==> config.mk <==
export PLATFORM = sky130hd
export DESIGN_NAME = mem_stage
export DESIGN_NICKNAME = d
export VERILOG_FILES = /design/src/rtl/mem_stage.sv
export SDC_FILE = /design/constraint.sdc
export NUM_CORES = 1
export LEC_CHECK = 0
export BUFFER_PORTS_ARGS = -buffer_cell sky130_fd_sc_hd__buf_2
export CELL_PAD_IN_SITES_DETAIL_PLACEMENT = 0
export CELL_PAD_IN_SITES_GLOBAL_PLACEMENT = 1
export CORE_MARGIN = 2
export CORE_UTILIZATION = 37
export CTS_CLUSTER_DIAMETER = 100
export DETAILED_ROUTE_END_ITERATION = 12
export PLACE_DENSITY = 0.95
export SYNTH_ARGS = -nofsm -noshare
export SYNTH_HDL_FRONTEND = slang
export SYNTH_SLANG_ARGS = --single-unit
==> constraint.sdc <==
create_clock -name clk -period 4.1 [get_ports clk]
set_input_delay 0.205 -clock clk [delete_from_list [all_inputs] [get_ports clk]]
set_output_delay 0.205 -clock clk [all_outputs]
set_load 0.05 [all_outputs]
==> src/rtl/mem_stage.sv <==
// ----------------------------------------------------------------------------
// mem_stage: pipeline stage between execute and writeback.
// Holds one instruction from the execute stage and completes its load. The
// SRAM read data is valid only in the first cycle the instruction is resident,
// so it is captured there and replayed from a hold register while writeback
// stalls. The loaded byte/half/word is extracted and sign- or zero-extended,
// and the result is sent to writeback and, optionally, to decode forwarding.
//
// Build option:
//   MS_FWD_EN  defined   : ms_fwd_bus = {ms_valid && gr_we, dest, final_result}
//              undefined : ms_fwd_bus is tied to zero
// ----------------------------------------------------------------------------
module mem_stage #(
    parameter int unsigned ES_TO_MS_BUS_WD = 76,
    parameter int unsigned MS_TO_WS_BUS_WD = 70,
    parameter int unsigned MS_FWD_BUS_WD   = 38
) (
    input  logic                       clk,
    input  logic                       reset,
    input  logic                       ws_allowin,
    output logic                       ms_allowin,
    input  logic                       es_to_ms_valid,
    input  logic [ES_TO_MS_BUS_WD-1:0] es_to_ms_bus,
    output logic                       ms_to_ws_valid,
    output logic [MS_TO_WS_BUS_WD-1:0] ms_to_ws_bus,
    output logic [MS_FWD_BUS_WD-1:0]   ms_fwd_bus,
    input  logic [31:0]                data_sram_rdata
);

    localparam int unsigned DATA_W    = 32;
    localparam int unsigned DEST_W    = 5;
    localparam int unsigned LOAD_OP_W = 5;

    // Pipeline state
    logic                       ms_valid_q;
    logic                       ms_valid_d;
    logic [ES_TO_MS_BUS_WD-1:0] es_bus_q;
    logic [ES_TO_MS_BUS_WD-1:0] es_bus_d;
    logic                       first_cyc_q;
    logic                       first_cyc_d;
    logic [DATA_W-1:0]          rdata_hold_q;
    logic [DATA_W-1:0]          rdata_hold_d;

    // Handshake and decoded fields
    logic                       ms_ready_go;
    logic                       load_en;
    logic [LOAD_OP_W-1:0]       load_op;
    logic                       res_from_mem;
    logic                       gr_we;
    logic [DEST_W-1:0]          dest;
    logic [DATA_W-1:0]          alu_result;
    logic [DATA_W-1:0]          pc;

    // Load datapath
    logic [DATA_W-1:0]          mem_word;
    logic [7:0]                 mem_byte;
    logic [15:0]                mem_half;
    logic [DATA_W-1:0]          load_data;
    logic [DATA_W-1:0]          final_result;

    // Field split of the held execute-to-memory bus
    assign load_op      = es_bus_q[75:71];
    assign res_from_mem = es_bus_q[70];
    assign gr_we        = es_bus_q[69];
    assign dest         = es_bus_q[68:64];
    assign alu_result   = es_bus_q[63:32];
    assign pc           = es_bus_q[31:0];

    // Handshake: this stage never needs extra cycles
    assign ms_ready_go    = 1'b1;
    assign ms_allowin     = !ms_valid_q || (ms_ready_go && ws_allowin);
    assign ms_to_ws_valid = ms_valid_q && ms_ready_go;
    assign load_en        = es_to_ms_valid && ms_allowin;

    // Next-state for the pipeline register and read-data capture
    always_comb begin
        ms_valid_d   = ms_valid_q;
        es_bus_d     = es_bus_q;
        first_cyc_d  = 1'b0;
        rdata_hold_d = rdata_hold_q;

        if (ms_allowin) begin
            ms_valid_d = es_to_ms_valid;
        end
        if (load_en) begin
            es_bus_d    = es_to_ms_bus;
            first_cyc_d = 1'b1;
        end
        // SRAM data belongs to the resident instruction only in its first cycle
        if (first_cyc_q) begin
            rdata_hold_d = data_sram_rdata;
        end
    end

    // State registers with synchronous active-high reset
    always_ff @(posedge clk) begin
        if (reset) begin
            ms_valid_q   <= 1'b0;
            es_bus_q     <= '0;
            first_cyc_q  <= 1'b0;
            rdata_hold_q <= '0;
        end else begin
            ms_valid_q   <= ms_valid_d;
            es_bus_q     <= es_bus_d;
            first_cyc_q  <= first_cyc_d;
            rdata_hold_q <= rdata_hold_d;
        end
    end

    // Select live SRAM data on entry, held copy while stalled
    assign mem_word = first_cyc_q ? data_sram_rdata : rdata_hold_q;

    // Byte lane chosen by the low two address bits
    always_comb begin
        mem_byte = mem_word[7:0];
        case (alu_result[1:0])
            2'd0:    mem_byte = mem_word[7:0];
            2'd1:    mem_byte = mem_word[15:8];
            2'd2:    mem_byte = mem_word[23:16];
            default: mem_byte = mem_word[31:24];
        endcase
    end

    // Half lane chosen by address bit 1; bit 0 is ignored on half loads
    assign mem_half = alu_result[1] ? mem_word[31:16] : mem_word[15:0];

    // Width and extension per one-hot load opcode
    always_comb begin
        load_data = '0;
        if (load_op[0]) begin
            load_data = mem_word;
        end else if (load_op[1]) begin
            load_data = {{24{mem_byte[7]}}, mem_byte};
        end else if (load_op[2]) begin
            load_data = {{16{mem_half[15]}}, mem_half};
        end else if (load_op[3]) begin
            load_data = {24'b0, mem_byte};
        end else if (load_op[4]) begin
            load_data = {16'b0, mem_half};
        end
    end

    assign final_result = res_from_mem ? load_data : alu_result;

    // Writeback bus
    assign ms_to_ws_bus = {gr_we, dest, final_result, pc};

    // Decode-stage forwarding bus
`ifdef MS_FWD_EN
    assign ms_fwd_bus = {ms_valid_q && gr_we, dest, final_result};
`else
    assign ms_fwd_bus = '0;
`endif

endmodule

== After elaboration in Yosys (flattened, before gate mapping) ==
Cells that the tools add are included.

* Equal/unequal tests: 2
* Mux-type cells: 10
* Reductions and logical operators: 4

{| class="wikitable"
|+ Operators by type and width
! cell !! count
|-
| $mux W32 || 5
|-
| $mux W16 || 3
|-
| $pmux W8 S3 || 1
|-
| $eq A2 B1 Y1 const B || 1
|-
| $eq A2 B2 Y1 const B || 1
|-
| $logic_not A2 Y1 || 1
|-
| $logic_and A1 B1 Y1 || 1
|-
| $logic_not A1 Y1 || 1
|-
| $logic_or A1 B1 Y1 || 1
|-
| $mux W1 || 1
|}

* Flip-flop bits (word level): 110
* Input bits: 112
* Logic and storage cells: 20

== Depth between registers and ports, before layout ==
Gate-level depths: netlist of the first run.

* Depth after elaboration: 8
* Gate-level depth with buffers: 7
* Mapped depth without buffers: 4

== Least setup slack after synthesis of the first run ==
OpenSTA, ideal clock, no wires.

* Path kind: reg-to-output
* From: register first_cyc_q
* To: output port ms_to_ws_bus[40]
* Arrival time: 2.396 ns
* Required time: 3.895 ns
* Path slack: 1.499 ns
* Cell stages (with the launch flop): 7
* Path buffers: 2
* Cell sequence: dfxtp_1 buf_6 mux4_2 a22o_1 nor2b_1 buf_2 a221oi_1

* Longest elaborated chain between the ends: 8
* Elaborated cells between the ends (all ways): 9
* Classes of those cells: mux: 9

{| class="wikitable"
|+ Ends and longest elaborated chain
! element !! RTL line !! text
|-
| from (decl) || 39 || <nowiki>logic first_cyc_q;</nowiki>
|-
| from (signal assigned) || 105 || <nowiki>first_cyc_q <= first_cyc_d;</nowiki>
|-
| $mux W32 * || n/a ||
|-
| $mux W16 || 125 || <nowiki>assign mem_half = alu_result[1] ? mem_word[31:16] : mem_word[15:0];</nowiki>
|-
| $mux W16 || 138 || <nowiki>end else if (load_op[4]) begin</nowiki>
|-
| $mux W16 || 136 || <nowiki>end else if (load_op[3]) begin</nowiki>
|-
| $mux W32 || 134 || <nowiki>end else if (load_op[2]) begin</nowiki>
|-
| $mux W32 || 132 || <nowiki>end else if (load_op[1]) begin</nowiki>
|-
| $mux W32 * || 130 || <nowiki>if (load_op[0]) begin</nowiki>
|-
| $mux W32 * || 143 || <nowiki>assign final_result = res_from_mem ? load_data : alu_result;</nowiki>
|-
| to (decl) || 25 || <nowiki>output logic [MS_TO_WS_BUS_WD-1:0] ms_to_ws_bus,</nowiki>
|}

Mark *: on every way between the ends. The rest lies on a longest branch, timed or not.

== Worst setup path after layout of the first run ==
* From: register es_bus_q[33]
* To: output port ms_to_ws_bus[51]

* Longest elaborated chain between the ends: 5
* Elaborated cells between the ends (all ways): 9
* Classes of those cells: eq/ne: 2; mux: 6; reduce/logical: 1

{| class="wikitable"
|+ Ends and longest elaborated chain
! element !! RTL line !! text
|-
| from (decl) || 37 || <nowiki>logic [ES_TO_MS_BUS_WD-1:0] es_bus_q;</nowiki>
|-
| from (signal assigned) || 104 || <nowiki>es_bus_q <= es_bus_d;</nowiki>
|-
| $eq A2 B2 Y1 (tied with other cells) || 116 || <nowiki>case (alu_result[1:0])</nowiki>
|-
| $pmux W8 S3 or $mux W32 (tied branches) || 116, 134 ||
|-
| $mux W32 * || 132 ||
|-
| $mux W32 * || 130 ||
|-
| $mux W32 * || 143 ||
|}

Marked as above.

==> results of run 1 <==
==> registers in the layout, summed over array words and instances (netlist names) <==
name	count
first_cyc_q	1
rdata_hold_q	32
es_bus_q	76
ms_to_ws_valid	1
==> per-stage QoR <==
step,hold WS (ns),instances
floorplan,0.334,686
global route,0.0599,950
global placement,0.438,935
CTS,0.0688,950
detailed placement,0.444,935
finish,0.0851,950
==> placed cells by master (no fill, tap or decap), types with 3 or more instances in the layout <==
master and n:
o221ai_2 10, nor2_1 30, buf_2 182, nand2_1 162, dfxtp_1 109, mux2_2 10
clkbuf_16 9, buf_4 7, o211ai_1 9, a21oi_1 86, a221oi_1 6, nor2b_1 20
conb_1 38, nand2b_1 4, inv_1 18, a22oi_1 6, o22ai_1 3, mux2i_1 28
o221ai_1 6
==> final timing paths <==
check	slack [ns]	to	depth (start not counted)
worst min register to register	0.45	es_bus_q[22]$_SDFFE_PP0P_	2
worst max register to register	2.14	es_bus_q[56]$_SDFFE_PP0P_	5
worst min-delay path	0.09	es_bus_q[5]$_SDFFE_PP0P_	3
worst max-delay path	0.99	ms_to_ws_bus[51]	5
==> worst max-delay path, cell delays in order (launching register included) <==
cell and delay [ns]:
dfxtp_1 0.76, mux4_2 0.46, a22o_1 0.24, o21ai_4 0.53, o221ai_1 0.27, buf_2 0.28
==> per-layer routing <==
metal  GRT usage  wire [µm]
met1       0.239       6290
met5           0         15
met4      0.0732        316
met3      0.0691       1320
met2       0.289       6520
==> power by group <==
| group | internal, mW | switching (mW) | total (mW) |
|---|---|---|---|
| Combinational | 0.155 | 0.432 | 0.586 |
| Clock | 0.488 | 0.393 | 0.882 |
| Sequential | 1.13 | 0.0370 | 1.16 |
==> final cells by class <==
| type | instances | area [µm²] |
|---|---|---|
| Fill cell | 1450 | 7770 |
| Multi-Input combinational cell | 438 | 2400 |
| Sequential cell | 110 | 2200 |
| Timing Repair Buffer | 189 | 963 |
| Clock buffer | 10 | 239 |
| Tap cell | 180 | 225 |
| Inverter | 18 | 67.6 |
| Clock inverter | 5 | 60.1 |
==> kinds of logic (layout without fill, tap and decap cells) <==
family | Yosys count | count (layout)
other | 1 | 38
flip-flops | 110 | 110
AO/OA/AOI/OAI | 133 | 133
multiplexers | 40 | 40
AND/OR/NAND/NOR | 227 | 227
buffers and inverters | 138 | 222
==> metrics.csv, run 1 <==
stage,metric,value,unit
outcome,outcome,"finished, final reports clean",
routing,1st-pass router iterations,5,
floorplan,Chip Width,124,µm
sta,Final setup violation count,0,
power,Overall Power,2.63,mW
job,max-cap violations,0,
synthesis,post-synthesis xor/xnor area fraction,0,
clock_network,clock latency at the later pin of the worst-skew pair,0.35,ns
clock_network,"Clk pin slew, worst setup/hold paths",0.07,ns
global_route,initial antenna violation count,2,
global_route,first-pass GRT wire length,21600,µm
synthesis,ys async rst share,0,
synthesis,YS warnings,0,
routing,DRC Markers,0,
worst_setup_path,R2R Path Start,ms_to_ws_valid$_SDFFE_PP0N_,
place,placed inst area,5860,µm²
sta,crit share post-route,0.757,
synthesis,"Seq/Total Area, Yosys",0.416,
place,RD Place Congestion,0.875,
routing,vias,4543,
sta,Final Hold Viols,0,
worst_hold_path,Hold/Removal Path Class,input port to register,
sta,RSZ-0062 raised after global routing,false,
clock_network,clk buf depth,2,
synthesis,Post-Synth Adder-Cell Area,0,
synthesis,Post-synth top flop,dfxtp_1,
routing,Routed WL,14500,µm
synthesis,"EDFF count, synth",0,
sta,slew margin rel.,0.318,
synthesis,mux share of post-synthesis cell area,0.0828,
global_route,vias in the first global route,4150,
final_layout,nets@finish,878,
worst_setup_path,crit path launch,es_bus_q[33]$_SDFFE_PP0P_,
synthesis,top-count cell post-synth,nand2_1,
final_layout,share of cells above drive strength 1,0.300,
clock_network,hold_buf cts,0,
place,number of port buffers,183,
clock_network,CTS tree,built,
sta,Final Critical Period,3.11,ns
floorplan,Boundary Pins,222,
floorplan,site row count,43,
clock_network,Max H-tree Level,3,
sta,f_max,322,MHz
clock_network,post-CTS setup buffer count,0,
routing,routed length per instance,15.2,µm
final_layout,P&R area growth vs syn,16.5,%
worst_hold_path,Hold Crit Start,es_to_ms_bus[5],
worst_setup_path,crit path launch type,register,
synthesis,top cell type's share of synthesized area,0.416,
sta,final setup TNS,0,ns
worst_setup_path,CP required,3.89,ns
synthesis,Synth area leader,dfxtp_1,
power,PD cells,427,nW/µm²
synthesis,Synth cell types,35,
floorplan,initial core utilization,0.380,
worst_setup_path,worst setup path category,register to output port,
routing,drt via density,4.78,
worst_setup_path,crit path capture type,output port,
final_layout,final non-filler cell area,6160,µm²
final_layout,Final Util,0.442,
clock_network,root buffer cell,clkbuf_16,
sta,Slew @ Worst Pin,1.02,ns
floorplan,core area,13900,µm²
routing,initial DRC count,314,
global_route,GRT overflow,0,
synthesis,Post-Synth Simple-Gate Area,0.178,
floorplan,Die Y,124,µm
worst_setup_path,Critical Path AT,2.90,ns
synthesis,largest family of logic cells by synthesized area,simple AND/OR/NAND/NOR gates,
final_layout,antenna fix cells,0,
synthesis,Syn Area/Cell,8.15,µm²
clock_network,"Gates resized, CTS repair",0,
synthesis,synthesized area,5290,µm²
global_route,largest net degree at the start of global routing,60,
synthesis,"flops & latches, synth",110,
global_route,GRT Util Overall,0.188,
power,Worst VDD drop,0.000237,V
synthesis,"top cells by area, synth","dfxtp_1, nand2_1, buf_4",
routing,DRT antenna net count,0,
synthesis,Synth top cells by count,"nand2_1, dfxtp_1, a21oi_1, buf_4, clkbuf_1",
place,Place WS,1.37,ns
floorplan,Die Area,15300,µm²
sta,fin. max-slew vios,0,
power,leakage,2.77,nW
clock_network,Sink Count,110,
worst_setup_path,Crit Path Max Fanout,16,
place,hpwl dp,10600,µm
synthesis,Post-Syn Instances,649,
sta,Setup WS post-layout,0.995,ns
synthesis,compound-gate portion of the synthesized area,0.166,
clock_network,CTS buffer count,9,
sta,Fin Clk Skew,0.00878,ns
(Power assumes the default switching activity.)
==> inputs of run 2 (changes only) <==
ABC_AREA = 1   (was not set)
CORE_UTILIZATION = 33   (was 37)
PLACE_DENSITY = 0.92   (was 0.95)
clock period = 3.19 ns   (was 4.1 ns; I/O delays follow)
==> run 2 against run 1 <==
Compared with the run above: utilization down 5.2 points; clock skew decreased by 0.0041 ns; register-to-register slack worse by 0.71 ns; count of clock-buffer cells in the layout rose by 6; critical path depth is 3 higher; combinational power up 63%; clock power rose by 25%; synthesized cell count up 23%; sequential cell count stayed put; power grew 35%; sequential share of layout area decreased by 1.5 points; setup slack worse by 0.55 ns; largest power group unchanged; highest routed layer unchanged.
==> metrics.csv, run 2 <==
stage,metric,value,unit,change
outcome,outcome,"finished, final reports clean",,
clock_network,post-CTS setup buffer count,0,,unchanged
place,RD Place Congestion,0.906,,+3.5%
floorplan,Chip Width,134,µm,+8.1%
global_route,largest net degree at the start of global routing,84,,+40%
synthesis,Synth top cells by count,"nand2_1, a21oi_1, dfxtp_1, buf_4, nor2_1",,
clock_network,CTS buffer count,9,,unchanged
worst_hold_path,Hold/Removal Path Class,input port to register,,
synthesis,top-count cell post-synth,nand2_1,,
final_layout,nets@finish,1024,,+17%
power,Worst VDD drop,0.000241,V,+1.8%
sta,crit share post-route,0.862,,
worst_setup_path,CP required,3.03,ns,-0.86 ns
floorplan,site row count,47,,+9.3%
place,number of port buffers,183,,unchanged
power,combinational power share,0.270,,+0.047
power,leakage,3.10,nW,+12%
worst_setup_path,worst setup path category,register to output port,,
power,Sw Ratio,0.357,,+0.0297
final_layout,FILL cells,1860,,+28%
final_layout,"commonest cells after routing, fill and taps aside","nand2_1, buf_2, a21oi_1",,
worst_setup_path,Crit Path Max Fanout,36,,+20
floorplan,Die Y,134,µm,+8.1%
clock_network,"Clk pin slew, worst setup/hold paths",0.07,ns,about the same
global_route,vias in the first global route,4722,,+14%
job,max-cap violations,0,,unchanged
synthesis,ys async rst share,0,,unchanged
power,Sw Pwr,1.27,mW,+47%
routing,DRT antenna net count,0,,unchanged
global_route,GRT Util Overall,0.178,,-0.00959
synthesis,synthesized area,5540,µm²,+4.7%
synthesis,"flops & latches, synth",110,,unchanged
floorplan,Boundary Pins,222,,unchanged
clock_network,clk buf depth,2,,unchanged
sta,f_max,364,MHz,
final_layout,Regs by FF count,"es_bus_q x76, rdata_hold_q x32",,
floorplan,core area,16500,µm²,+18%
floorplan,initial core utilization,0.336,,-0.0432
routing,drt via density,4.56,,-4.7%
clock_network,Sink Count,110,,unchanged
routing,1st-pass router iterations,5,,unchanged
power,PD cells,552,nW/µm²,+29%
place,hpwl dp,11400,µm,+7.1%
final_layout,"most common cell after layout, fill and taps aside",nand2_1,,
global_route,initial antenna violation count,2,,unchanged
global_route,grt met1 use,0.238,,-0.00143
sta,fin. max-slew vios,0,,unchanged
synthesis,"top cells by area, synth","dfxtp_1, nand2_1, buf_4",,
synthesis,YS warnings,0,,unchanged
clock_network,hold_buf cts,0,,unchanged
final_layout,P&R area growth vs syn,16.0,%,
sta,Final setup violation count,0,,unchanged
sta,final setup TNS,0,ns,unchanged
sta,Fin Clk Skew,0.00468,ns,-0.00410 ns
clock_network,clock latency at the later pin of the worst-skew pair,0.36,ns,about the same
synthesis,top cell type's share of synthesized area,0.398,,-0.0187
routing,DRC Markers,0,,unchanged
worst_setup_path,crit path launch type,register,,
clock_network,root buffer cell,clkbuf_16,,
global_route,global route hottest layer,met2,,
worst_setup_path,Critical Path AT,2.59,ns,-0.31 ns
place,Post-Place Cells,1121,,+20%
clock_network,CTS tree,built,,
final_layout,register bank with the most flops,es_bus_q,,
final_layout,Final Instance Count excl. Fillers,1138,,+20%
sta,RSZ-0062 raised after global routing,false,,
clock_network,"Gates resized, CTS repair",0,,unchanged
global_route,first-pass GRT wire length,24900,µm,+15%
power,Overall Power,3.55,mW,+35%
sta,slew margin rel.,0.359,,+0.0401
routing,initial DRC count,314,,unchanged
synthesis,Post-Syn Instances,800,,+23%
worst_setup_path,crit path capture type,output port,,
synthesis,Synth area leader,dfxtp_1,,
floorplan,Die Area,17800,µm²,+17%
synthesis,Synth cell types,24,,-31%
sta,Final Critical Period,2.75,ns,
synthesis,Syn Area/Cell,6.92,µm²,-15%
final_layout,share of cells above drive strength 1,0.246,,-0.0535
routing,Routed WL,16100,µm,+11%
global_route,met2 Use GR,0.266,,-0.0225
sta,Final Hold Viols,0,,unchanged
global_route,GRT overflow,0,,unchanged
routing,routed length per instance,14.2,µm,-7.0%
power,clock network fraction of design power,0.310,,-0.025
clock_network,Max H-tree Level,3,,unchanged
global_route,GR met3 Demand/Resource,0.0521,,-0.0170
final_layout,number of flip-flops in the largest register,76,,unchanged
power,Int Pwr,2.28,mW,+29%
routing,vias,5184,,+14%
power,sequential share of power,0.420,,-0.022
sta,Slew @ Worst Pin,0.961,ns,-0.0587 ns
synthesis,"EDFF count, synth",0,,unchanged
synthesis,"Seq/Total Area, Yosys",0.398,,-0.0187
synthesis,Post-synth top flop,dfxtp_1,,
[run 2: metal layers]
metal | vias to the layer above | routed length (µm)
met2 | 179 | 7150
met1 | 2320 | 7400
met4 | 2 | 415
met3 | 29 | 1140
met5 | - | 7
li1 | 2654 | -
[run 2: layout make-up]
cell class,instances,area (µm²),area share
Multi-Input combinational cell,578,2590,0.404
Sequential cell,110,2200,0.343
Timing Repair Buffer,190,983,0.153
Clock buffer,16,282,0.0438
Tap cell,220,275,0.0428
Inverter,23,86.3,0.0134
Antenna cell,1,2.50,0.000389
[run 2: path summary, 6_finish.rpt]
check,from,end,slack [ns],cells past startpoint
worst max-delay path,first_cyc_q$_SDFF_PP0_,ms_to_ws_bus[34],0.44,8
worst min-delay path,es_to_ms_bus[18],es_bus_q[18]$_SDFFE_PP0P_,0.04,3
worst max register to register,ms_to_ws_valid$_SDFFE_PP0N_,es_bus_q[42]$_SDFFE_PP0P_,1.43,6
worst min register to register,es_bus_q[0]$_SDFFE_PP0P_,es_bus_q[0]$_SDFFE_PP0P_,0.46,2
[run 2: power by group through the flow]
stage | registers [mW] | logic [mW] | clock network [mW]
floorplan | 1.52 | 0.797 | 0
global placement | 1.52 | 0.954 | 0
detailed placement | 1.52 | 0.959 | 0
CTS | 1.49 | 0.961 | 1.13
global route | 1.50 | 1.03 | 1.19
finish | 1.49 | 0.958 | 1.10
[run 2: kinds of logic (layout without fill, tap and decap cells)]
logic type	Yosys count	after routing	synth area share
simple gates	382	382	0.276
compound gates	158	158	0.166
flops	110	110	0.398
other cells	1	39	0.000677
buf+inv	149	229	0.159
[run 2: stage by stage]
| stage | hold WS (ns) | util | instance area (µm²) | setup WS (ns) |
|---|---|---|---|---|
| after global placement | 0.408 | 0.373 | 6140 | 0.868 |
| after floorplan | 0.302 | - | 5680 | 1.17 |
| after CTS | 0.0301 | 0.390 | 6420 | 0.441 |
| after global routing | 0.0363 | 0.390 | 6420 | 0.165 |
| after detailed placement | 0.415 | 0.373 | 6140 | 0.830 |
| final | 0.0427 | 0.390 | 6430 | 0.440 |
[run 2: critical path: stages (launching register included)]
cell     delay (ns)
dfxtp_1        0.57
buf_4          0.39
o21ai_0        0.31
o21ai_0        0.30
nand2_1        0.08
nand3_1        0.10
nand3_1        0.11
nand2_1        0.11
buf_2          0.27
==> inputs of run 3 (changes only) <==
MAX_ROUTING_LAYER = met4   (was not set)
==> run 3 against run 2 <==
Compared with the run above: via count grew 0.15%; first-iteration DRC count grew 4.1%; routed wire length grew 0.32%; sequential power is essentially flat; power grew 0.13%; clock skew is essentially flat; combinational power is essentially flat; register-to-register slack gained 0.03 ns; highest routed layer is now met4.
==> metrics.csv, run 3 (synthesized netlist as in run 2, its figures left out) <==
stage,metric,value,unit,change
worst_hold_path,WHS Path Cells,3,,unchanged
power,clock network fraction of design power,0.311,,about the same
clock_network,"Gates resized, CTS repair",0,,unchanged
clock_network,"Clk pin slew, worst setup/hold paths",0.07,ns,about the same
routing,routed length per instance,14.2,µm,+0.14%
final_layout,Final Util,0.391,,about the same
global_route,first-pass GRT wire length,24900,µm,-0.28%
floorplan,core area,16500,µm²,unchanged
power,combinational power share,0.270,,about the same
final_layout,nets@finish,1024,,unchanged
worst_setup_path,FF-to-FF End,es_bus_q[42]$_SDFFE_PP0P_,,
clock_network,post-CTS setup buffer count,0,,unchanged
routing,DRT antenna net count,0,,unchanged
worst_setup_path,critical path cell sequence,inv_2 -> nand2_1 -> nand3_1 -> nand2_1 -> nand2_2 -> nand3_4 -> nand2_2 -> nand2_4 -> a21oi_1 -> buf_2,,
clock_network,root buffer cell,clkbuf_16,,
final_layout,register bank with the most flops,es_bus_q,,
worst_hold_path,Hold Crit Start,es_to_ms_bus[18],,
global_route,GRT overflow,0,,unchanged
routing,1st-pass router iterations,5,,unchanged
floorplan,initial core utilization,0.336,,unchanged
floorplan,Die Y,134,µm,unchanged
floorplan,Boundary Pins,222,,unchanged
routing,drt via density,4.55,,about the same
sta,f_max,365,MHz,+0.45%
clock_network,clk buf depth,2,,unchanged
final_layout,"most common cell after layout, fill and taps aside",nand2_1,,
clock_network,CTS tree,built,,
routing,Routed WL,16200,µm,+0.32%
global_route,largest net degree at the start of global routing,84,,unchanged
sta,RSZ-0062 raised after global routing,false,,
final_layout,number of flip-flops in the largest register,76,,unchanged
worst_hold_path,worst hold endpoint,es_bus_q[18]$_SDFFE_PP0P_,,
worst_setup_path,Crit Path Max Fanout,18,,-50%
worst_setup_path,crit path capture type,output port,,
sta,Fin Clk Skew,0.00497,ns,+0.000289 ns
power,Worst VDD drop,0.000241,V,about the same
final_layout,share of cells above drive strength 1,0.246,,unchanged
worst_setup_path,slowest CP cell,dfxtp_1,,
place,number of port buffers,183,,unchanged
final_layout,"commonest cells after routing, fill and taps aside","nand2_1, buf_2, a21oi_1",,
worst_setup_path,CP Buf/Inv Count,2,,unchanged
place,hpwl dp,11400,µm,unchanged
power,Int Pwr,2.28,mW,about the same
final_layout,P&R area growth vs syn,16.1,%,about the same
floorplan,Chip Width,134,µm,unchanged
worst_setup_path,CP required,3.03,ns,about the same
worst_setup_path,R2R Setup Slk,1.46,ns,+0.03 ns
power,Sw Pwr,1.27,mW,+0.36%
global_route,initial antenna violation count,2,,unchanged
place,RD Place Congestion,0.923,,+1.8%
worst_setup_path,R2R Path Start,ms_to_ws_valid$_SDFFE_PP0N_,,
routing,vias,5192,,+0.15%
floorplan,site row count,47,,unchanged
clock_network,hold_buf cts,0,,unchanged
sta,slew margin rel.,0.362,,+0.00309
worst_hold_path,Hold/Removal Path Class,input port to register,,
job,max-cap violations,0,,unchanged
routing,initial DRC count,327,,+4.1%
sta,fin. max-slew vios,0,,unchanged
worst_setup_path,Critical Path AT,2.58,ns,about the same
global_route,GRT Util Overall,0.183,,+0.00506
clock_network,Sink Count,110,,unchanged
final_layout,Regs by FF count,"es_bus_q x76, rdata_hold_q x32",,
clock_network,CTS buffer count,9,,unchanged
outcome,outcome,"finished, final reports clean",,
sta,Final Hold Viols,0,,unchanged
worst_setup_path,worst setup path category,register to output port,,
worst_setup_path,Slowest Stage Delay on Critical Path,0.44,ns,-0.13 ns
power,Sw Ratio,0.358,,+0.000818
power,leakage,3.10,nW,about the same
worst_setup_path,crit path launch type,register,,
clock_network,clock latency at the later pin of the worst-skew pair,0.36,ns,about the same
worst_setup_path,"CP delay by family, top",simple AND/OR/NAND/NOR gates,,
power,PD cells,553,nW/µm²,about the same
sta,Final Critical Period,2.74,ns,-0.0123 ns
sta,Slew @ Worst Pin,0.957,ns,-0.00463 ns
power,sequential share of power,0.420,,about the same
floorplan,Die Area,17800,µm²,unchanged
sta,Final setup violation count,0,,unchanged
routing,DRC Markers,0,,unchanged
global_route,vias in the first global route,4746,,+0.51%
clock_network,Max H-tree Level,3,,unchanged
sta,crit share post-route,0.858,,-0.00385
sta,final setup TNS,0,ns,unchanged
worst_setup_path,reg2reg path depth,6,,unchanged
[run 3: changes by cell type in the layout (fill, tap and decap cells not counted)]
cell and delta:
diode_2 +2
[run 3: cell type report]
| class | count | area, µm² |
|---|---|---|
| flip-flops and latches | 110 | 2200 |
| diodes | 3 | 7.51 |
| fillers | 1860 | 10000 |
| clock buffers | 16 | 282 |
| well taps | 220 | 275 |
| multi-input cells | 578 | 2590 |
| inverters | 23 | 86.3 |
| repair buffers | 190 | 983 |
[run 3: layer usage]
layer,vias to the layer above,global-route usage,wire length [µm]
met1,2323,0.239,7490
met4,0,0.0798,398
li1,2659,-,-
met5,-,-,0
met3,26,0.0441,1040
met2,184,0.269,7240
[run 3: worst max-delay path by stage]
stage / from / end / cells past startpoint
after detailed placement: first_cyc_q$_SDFF_PP0_ / ms_to_ws_bus[48] / 10
after global routing: first_cyc_q$_SDFF_PP0_ / ms_to_ws_bus[34] / 8
after CTS: first_cyc_q$_SDFF_PP0_ / ms_to_ws_bus[48] / 10
after floorplan: ms_to_ws_valid$_SDFFE_PP0N_ / es_bus_q[57]$_SDFFE_PP0P_ / 6
after global placement: first_cyc_q$_SDFF_PP0_ / ms_to_ws_bus[49] / 10
final: first_cyc_q$_SDFF_PP0_ / ms_to_ws_bus[48] / 10
[run 3: worst register-to-register path, cell delays in order, from the launching register on]
cell and delay, ns:
dfxtp_1 0.31, nand2_1 0.11, nand2_2 0.07, inv_2 0.44, buf_4 0.46, nand2_1 0.14, a21oi_1 0.13
[run 3: power by group through the flow]
stage               Sequential, mW  Clock, mW  Combinational [mW]
finish                        1.49       1.10               0.959
global route                  1.50       1.19                1.03
CTS                           1.49       1.13               0.961
detailed placement            1.52          0               0.959
global placement              1.52          0               0.954
floorplan                     1.52          0               0.797
[run 3: through the flow]
step | hold slack, ns | setup WS, ns | cell area, µm² | power, mW | std cells
2_1_floorplan | 0.302 | 1.17 | 5680 | 2.31 | 837
3_3_place_gp | 0.408 | 0.868 | 6140 | 2.47 | 1121
3_5_place_dp | 0.415 | 0.830 | 6140 | 2.48 | 1121
4_1_cts | 0.0301 | 0.441 | 6420 | 3.58 | 1137
5_1_grt | 0.0363 | 0.182 | 6430 | 3.72 | 1139
6_report | 0.0395 | 0.452 | 6430 | 3.55 | 1140
